### config.mk
export PLATFORM = sky130hd
export DESIGN_NAME = perf_event_tracker
export DESIGN_NICKNAME = d
export VERILOG_FILES = /design/src/rtl/perf_pkg.sv /design/src/rtl/perf_halt_detector.sv /design/src/rtl/perf_event_tracker.sv
export SDC_FILE = /design/constraint.sdc
export NUM_CORES = 1
export LEC_CHECK = 0
export CAP_MARGIN = 20
export CORE_MARGIN = 2
export CORE_UTILIZATION = 43
export CTS_CLUSTER_SIZE = 30
export DETAILED_ROUTE_END_ITERATION = 8
export PLACE_DENSITY = 0.7
export SYNTH_ARGS = -nofsm -noshare
export SYNTH_HDL_FRONTEND = slang
export SYNTH_HIERARCHICAL = 1
export SYNTH_SLANG_ARGS = --single-unit
### constraint.sdc
create_clock -name clk -period 2.9 [get_ports clk]
set_input_delay 0.29 -clock clk [delete_from_list [all_inputs] [get_ports clk]]
set_output_delay 0.29 -clock clk [all_outputs]
set_load 0.1 [all_outputs]
### src/rtl/perf_pkg.sv
// Shared types and encodings for the performance event tracker.
// Covers the forward-select codes, the run-control states and the event bundle.
package perf_pkg;

    localparam logic [1:0] FWD_NONE   = 2'b00;
    localparam logic [1:0] FWD_EX_MEM = 2'b01;
    localparam logic [1:0] FWD_MEM_WB = 2'b10;

    typedef enum logic [1:0] {
        IDLE = 2'b00,
        RUN  = 2'b01,
        DONE = 2'b10
    } run_state_t;

    typedef struct packed {
        logic perf_enable;
        logic instruction_retired;
        logic stall;
        logic bubble;
        logic forward_ex_to_ex;
        logic forward_mem_to_ex;
        logic raw_hazard_detected;
        logic branch_instruction;
        logic branch_taken;
        logic branch_mispredicted;
    } perf_events_t;

    localparam perf_events_t EVENTS_IDLE = '{default: 1'b0};

    // Encoding 2'b11 never matches a kind, so it behaves as "no forward".
    function automatic logic fwd_hit(input logic [1:0] sel_a,
                                     input logic [1:0] sel_b,
                                     input logic [1:0] kind);
        return (sel_a == kind) || (sel_b == kind);
    endfunction

endpackage

### src/rtl/perf_halt_detector.sv
// Run-control for the measurement window: zero-retirement run counter,
// RUN-cycle watchdog and the IDLE/RUN/DONE state machine.
module perf_halt_detector
    import perf_pkg::*;
#(
    parameter int unsigned ZERO_RUN   = 10,
    parameter int unsigned MAX_CYCLES = 1_000_000
) (
    input  logic        clk,
    input  logic        rst_n,
    input  logic        start,
    input  logic        wb_valid,
    input  logic [31:0] wb_instr,
    output logic        run_active,
    output logic        program_done,
    output logic        timeout
);

    localparam int unsigned ZW = ($clog2(ZERO_RUN + 1) < 2) ? 2 : $clog2(ZERO_RUN + 1);
    localparam logic [ZW-1:0] ZERO_RUN_C = ZW'(ZERO_RUN);
    localparam logic [ZW-1:0] ZERO_ONE   = {{(ZW-1){1'b0}}, 1'b1};
    localparam logic [ZW-1:0] ZERO_CLR   = {ZW{1'b0}};
    localparam logic [31:0]   CYC_LAST   = MAX_CYCLES - 32'd1;
    localparam bit            WD_EN      = (MAX_CYCLES != 32'd0);

    run_state_t    state_q, state_d;
    logic [ZW-1:0] zero_cnt_q, zero_cnt_d;
    logic [31:0]   cyc_cnt_q, cyc_cnt_d;
    logic          timeout_q, timeout_d;
    logic          program_done_q, program_done_d;
    logic          wd_hit_s;
    logic          zero_hit_s;

    // Next-state logic for the run FSM and its two counters.
    always_comb begin
        state_d    = state_q;
        zero_cnt_d = zero_cnt_q;
        cyc_cnt_d  = cyc_cnt_q;
        timeout_d  = timeout_q;
        wd_hit_s   = 1'b0;
        zero_hit_s = 1'b0;
        case (state_q)
            IDLE: begin
                if (start) begin
                    state_d    = RUN;
                    zero_cnt_d = ZERO_CLR;
                    cyc_cnt_d  = 32'd0;
                end else begin
                    state_d = IDLE;
                end
            end
            RUN: begin
                if (wb_valid) begin
                    if (wb_instr == 32'h0000_0000) begin
                        if (zero_cnt_q != ZERO_RUN_C) begin
                            zero_cnt_d = zero_cnt_q + ZERO_ONE;
                        end else begin
                            zero_cnt_d = zero_cnt_q;
                        end
                    end else begin
                        zero_cnt_d = ZERO_CLR;
                    end
                end else begin
                    zero_cnt_d = zero_cnt_q;
                end
                if (cyc_cnt_q != 32'hFFFF_FFFF) begin
                    cyc_cnt_d = cyc_cnt_q + 32'd1;
                end else begin
                    cyc_cnt_d = cyc_cnt_q;
                end
                wd_hit_s   = WD_EN & (cyc_cnt_q == CYC_LAST);
                zero_hit_s = (zero_cnt_d == ZERO_RUN_C);
                // Watchdog takes priority so a coincident zero-run still flags timeout.
                if (wd_hit_s) begin
                    state_d   = DONE;
                    timeout_d = 1'b1;
                end else if (zero_hit_s) begin
                    state_d = DONE;
                end else begin
                    state_d = RUN;
                end
            end
            DONE: begin
                state_d = DONE;
            end
            default: begin
                state_d = IDLE;
            end
        endcase
        program_done_d = (state_d == DONE);
    end

    // State, counter and sticky-flag registers.
    always_ff @(posedge clk or negedge rst_n) begin
        if (!rst_n) begin
            state_q        <= IDLE;
            zero_cnt_q     <= ZERO_CLR;
            cyc_cnt_q      <= 32'd0;
            timeout_q      <= 1'b0;
            program_done_q <= 1'b0;
        end else begin
            state_q        <= state_d;
            zero_cnt_q     <= zero_cnt_d;
            cyc_cnt_q      <= cyc_cnt_d;
            timeout_q      <= timeout_d;
            program_done_q <= program_done_d;
        end
    end

    assign run_active   = (state_q == RUN);
    assign program_done = program_done_q;
    assign timeout      = timeout_q;

endmodule

### src/rtl/perf_event_tracker.sv
// Conditions raw pipeline signals into registered one-cycle event pulses,
// gated by the measurement window owned by the halt detector.
module perf_event_tracker
    import perf_pkg::*;
#(
    parameter int unsigned ZERO_RUN   = 10,
    parameter int unsigned MAX_CYCLES = 1_000_000
) (
    input  logic        clk,
    input  logic        rst_n,
    input  logic        start,
    input  logic        wb_valid,
    input  logic [31:0] wb_instr,
    input  logic        pc_stall,
    input  logic        id_ex_flush,
    input  logic [1:0]  fwd_a_sel,
    input  logic [1:0]  fwd_b_sel,
    input  logic        load_use_hazard,
    input  logic        ex_valid,
    input  logic        ex_is_branch,
    input  logic        ex_is_jump,
    input  logic        ex_taken,
    input  logic        ex_redirect,
    output logic        perf_enable,
    output logic        instruction_retired,
    output logic        stall,
    output logic        bubble,
    output logic        forward_ex_to_ex,
    output logic        forward_mem_to_ex,
    output logic        raw_hazard_detected,
    output logic        branch_instruction,
    output logic        branch_taken,
    output logic        branch_mispredicted,
    output logic        program_done,
    output logic        timeout
);

    perf_events_t ev_d, ev_q;
    logic         run_s;

    perf_halt_detector #(
        .ZERO_RUN   (ZERO_RUN),
        .MAX_CYCLES (MAX_CYCLES)
    ) u_halt (
        .clk          (clk),
        .rst_n        (rst_n),
        .start        (start),
        .wb_valid     (wb_valid),
        .wb_instr     (wb_instr),
        .run_active   (run_s),
        .program_done (program_done),
        .timeout      (timeout)
    );

    // Event conditioning; the window bit is sampled alongside so pulses stay aligned.
    always_comb begin
        ev_d = EVENTS_IDLE;
        if (run_s) begin
            ev_d.perf_enable         = 1'b1;
            ev_d.instruction_retired = wb_valid & (wb_instr != 32'h0000_0000);
            ev_d.stall               = pc_stall;
            ev_d.bubble              = id_ex_flush;
            ev_d.forward_ex_to_ex    = fwd_hit(fwd_a_sel, fwd_b_sel, FWD_EX_MEM);
            ev_d.forward_mem_to_ex   = fwd_hit(fwd_a_sel, fwd_b_sel, FWD_MEM_WB);
            ev_d.raw_hazard_detected = load_use_hazard;
            ev_d.branch_instruction  = ex_valid & (ex_is_branch | ex_is_jump);
            ev_d.branch_taken        = ex_valid & (ex_is_branch | ex_is_jump) & ex_taken;
            ev_d.branch_mispredicted = ex_valid & ex_redirect;
        end else begin
            ev_d = EVENTS_IDLE;
        end
    end

    // Output event register.
    always_ff @(posedge clk or negedge rst_n) begin
        if (!rst_n) begin
            ev_q <= EVENTS_IDLE;
        end else begin
            ev_q <= ev_d;
        end
    end

    assign perf_enable         = ev_q.perf_enable;
    assign instruction_retired = ev_q.instruction_retired;
    assign stall               = ev_q.stall;
    assign bubble              = ev_q.bubble;
    assign forward_ex_to_ex    = ev_q.forward_ex_to_ex;
    assign forward_mem_to_ex   = ev_q.forward_mem_to_ex;
    assign raw_hazard_detected = ev_q.raw_hazard_detected;
    assign branch_instruction  = ev_q.branch_instruction;
    assign branch_taken        = ev_q.branch_taken;
    assign branch_mispredicted = ev_q.branch_mispredicted;

endmodule

==> metrics <==
status complete, but fails checks; failing checks hold timing; H-tree depth 2; LEAKAGE 1.427 nW; Initial DRT Pass Iterations 4; syn_nets 341; multi-input logic area 1428 sq um; Avg Inst Size Synth 9.488 sq um; period utilisation layout 0.8108; worst flop-to-flop path startpoint u_halt/cyc_cnt_q[0]; dpl ws 0.4972 ns; first-pass GRT wire length 10830 um; Die Area 7054 sq um; post-synthesis simple-gate area fraction 0.3406; Power Dens Cells 373.5 nW/um^2; DP Wirelength 4665 um; Worst EP arrival 2.53 ns; initial drt markers 133; count of cell types in the netlist 54; share of async-settable or async-resettable flops after synthesis 1.000; CP startpoint kind register; Placer Congestion 0.8518; Max Clk Rate 0.4253 GHz; #FFs+latches synth 50; gr ovfl total 0; post-synthesis xor/xnor area fraction 0.07958; WL/cell 14.37 um; initial antenna violation count 0; clk_lat worst skew 0.31 ns; IO Pins 60; area leader, netlist dfrtp_1; crit path launch u_halt/cyc_cnt_q[0]; final setup violation count 0; DIE WIDTH 83.99 um; synth warn 6; # fillers 545; residual DRC count 0; share of the synthesized area in the top cell type 0.4548; Clock Sink Count 50; Max-slew headroom 0.4322; Initial Util 0.4383; overall power 1.309 mW; post-cts repair resize count 0; vias in the first global route 2413; clk buf depth 2; Detail Route Antenna Nets 0; register area 1251 sq um; Fin. Hold Viols 6; synth top area cells dfrtp_1, xnor2_1, nor4_1, nor2_1, nor3_1; dpl cell area 3395 sq um; post-synthesis mux area share 0.007731; Post-Layout Cell Count 431; Period minus WS final 2.351 ns; Post-Layout Inst Area 3505 sq um; register area share after synthesis 0.4548; skew final 0.01455 ns; max cap viols 0; setup repair after global routing missed its margin false; CTS tree built; complex-gate fraction of the synthesized area 0.07731; CP endpoint kind register; setup ws final 0.5487 ns; setup_tns 0 ns; CTS Hold Bufs 0; Via Count 2402; Primary FF master, synth dfrtp_1; WL final 6193 um; fin. max-slew vios 0; area grow syn2layout 27.38%; Worst Path Required 3.08 ns; final hold slack -0.006180 ns; nets 404; HP Class input port to asynchronous set/reset pin; Synth Instances 290; Reg2Reg Depth 8; Synth Area in Adders 0.01364; vias per cell 5.573; largest net degree at the start of global routing 31; Setup CP Type register to register; critical path fanouts, max 12; largest family of logic cells by synthesized area simple AND/OR/NAND/NOR gates; clock root buffer master clkbuf_8; Peak VDD IR 0.1642 mV; DIE HEIGHT 83.99 um; Post-Syn Area 2751 sq um; Post-synth EDFFs 0; Total GRT Usage 0.1867; Worst-Margin Slew 0.8479 ns; dpl cells 423; IO buf count 59; row count 29; Clk pin slew, worst setup/hold paths 0.10 ns; final core occ 0.5583; fraction of layout cells with a size suffix above 1 0.1158; core area 6277 sq um; Num CTS Buffers 5; ANT cells 0; setup bufs post-CTS 0
-- cells in the mapped netlist, drive strengths merged (3+ instances only) --
library cell   n
nand4         11
nor4          25
and4           3
or3           10
buf            3
dfrtp         50
and3           4
nor2          30
a21oi          7
nand3         15
inv            9
clkbuf         4
nor3          19
nor4b          3
ha             3
and2           6
nand2         23
o21ai         11
xnor2         24
-- cells by family (layout without fill, tap and decap cells) --
kind of cell    Yosys count  count (layout)
compound gates           33              33
xor+xnor                 25              25
fa+ha+maj                 3               3
buf+inv                  16              80
flops                    50              50
mux                       2               2
simple gates            161             161
-- final timing paths --
| kind | end | slack [ns] |
|---|---|---|
| worst max register to register | u_halt/cyc_cnt_q[6] | 0.55 |
| worst min-delay path | u_halt/cyc_cnt_q[24] | -0.006 |
| worst max-delay path | u_halt/cyc_cnt_q[6] | 0.55 |
| min in group clk | u_halt/timeout | 0.48 |
| max in group asynchronous | u_halt/cyc_cnt_q[1] | 2.17 |
| worst min register to register | u_halt/timeout | 0.48 |
-- cell type report --
| type | count | area share |
|---|---|---|
| sequential | 50 | 0.3570 |
| clock buffer | 6 | 0.02071 |
| timing repair buffer | 63 | 0.1671 |
| tap | 77 | 0.02749 |
| inverter | 9 | 0.009639 |
| multi-input combinational | 224 | 0.4074 |
| clock inverter | 2 | 0.01071 |
-- metal layers --
layer,global-route usage,up-vias,part of all wire
met1,0.2486,1158,0.46
met5,0,-,0
met2,0.3069,47,0.48
li1,-,1190,-
met4,0.07331,0,0.015
met3,0.02770,7,0.036
-- power breakdown --
group	switching, mW	leakage, nW	internal [mW]
Clock	0.228	0.0514	0.257
Combinational	0.0412	0.710	0.0683
Sequential	0.0101	0.665	0.704
Total	0.280	1.43	1.03
-- cells in the final DEF, fill, tap and decap left out, types with 10 or more instances in the layout --
cell / count
dfrtp_1: 50
o21ai_0: 11
buf_4: 16
nand3_1: 14
nor3_1: 18
nand4_1: 10
nor4_1: 23
xnor2_1: 24
clkdlybuf4s50_1: 46
nand2_1: 21
nor2_1: 30
-- critical path, stage by stage, from the launching register on --
cell and delay, ns:
dfrtp_1 0.43, ha_1 0.26, nand2_1 0.09, or3_4 0.41, nor4_4 0.49, buf_4 0.27, nor3_1 0.08, xnor2_1 0.15
nor2_1 0.05
-- registers in the layout (all words and copies together) (netlist names) --
signal               flops
branch_instruction       1
branch_mispredicted      1
branch_taken             1
bubble                   1
forward_ex_to_ex         1
forward_mem_to_ex        1
instruction_retired      1
perf_enable              1
raw_hazard_detected      1
stall                    1
u_halt/cyc_cnt_q        32
u_halt/program_done      1
u_halt/state_q           2
u_halt/timeout           1
u_halt/zero_cnt_q        4
Note: power is estimated with default switching activity, not from simulation.
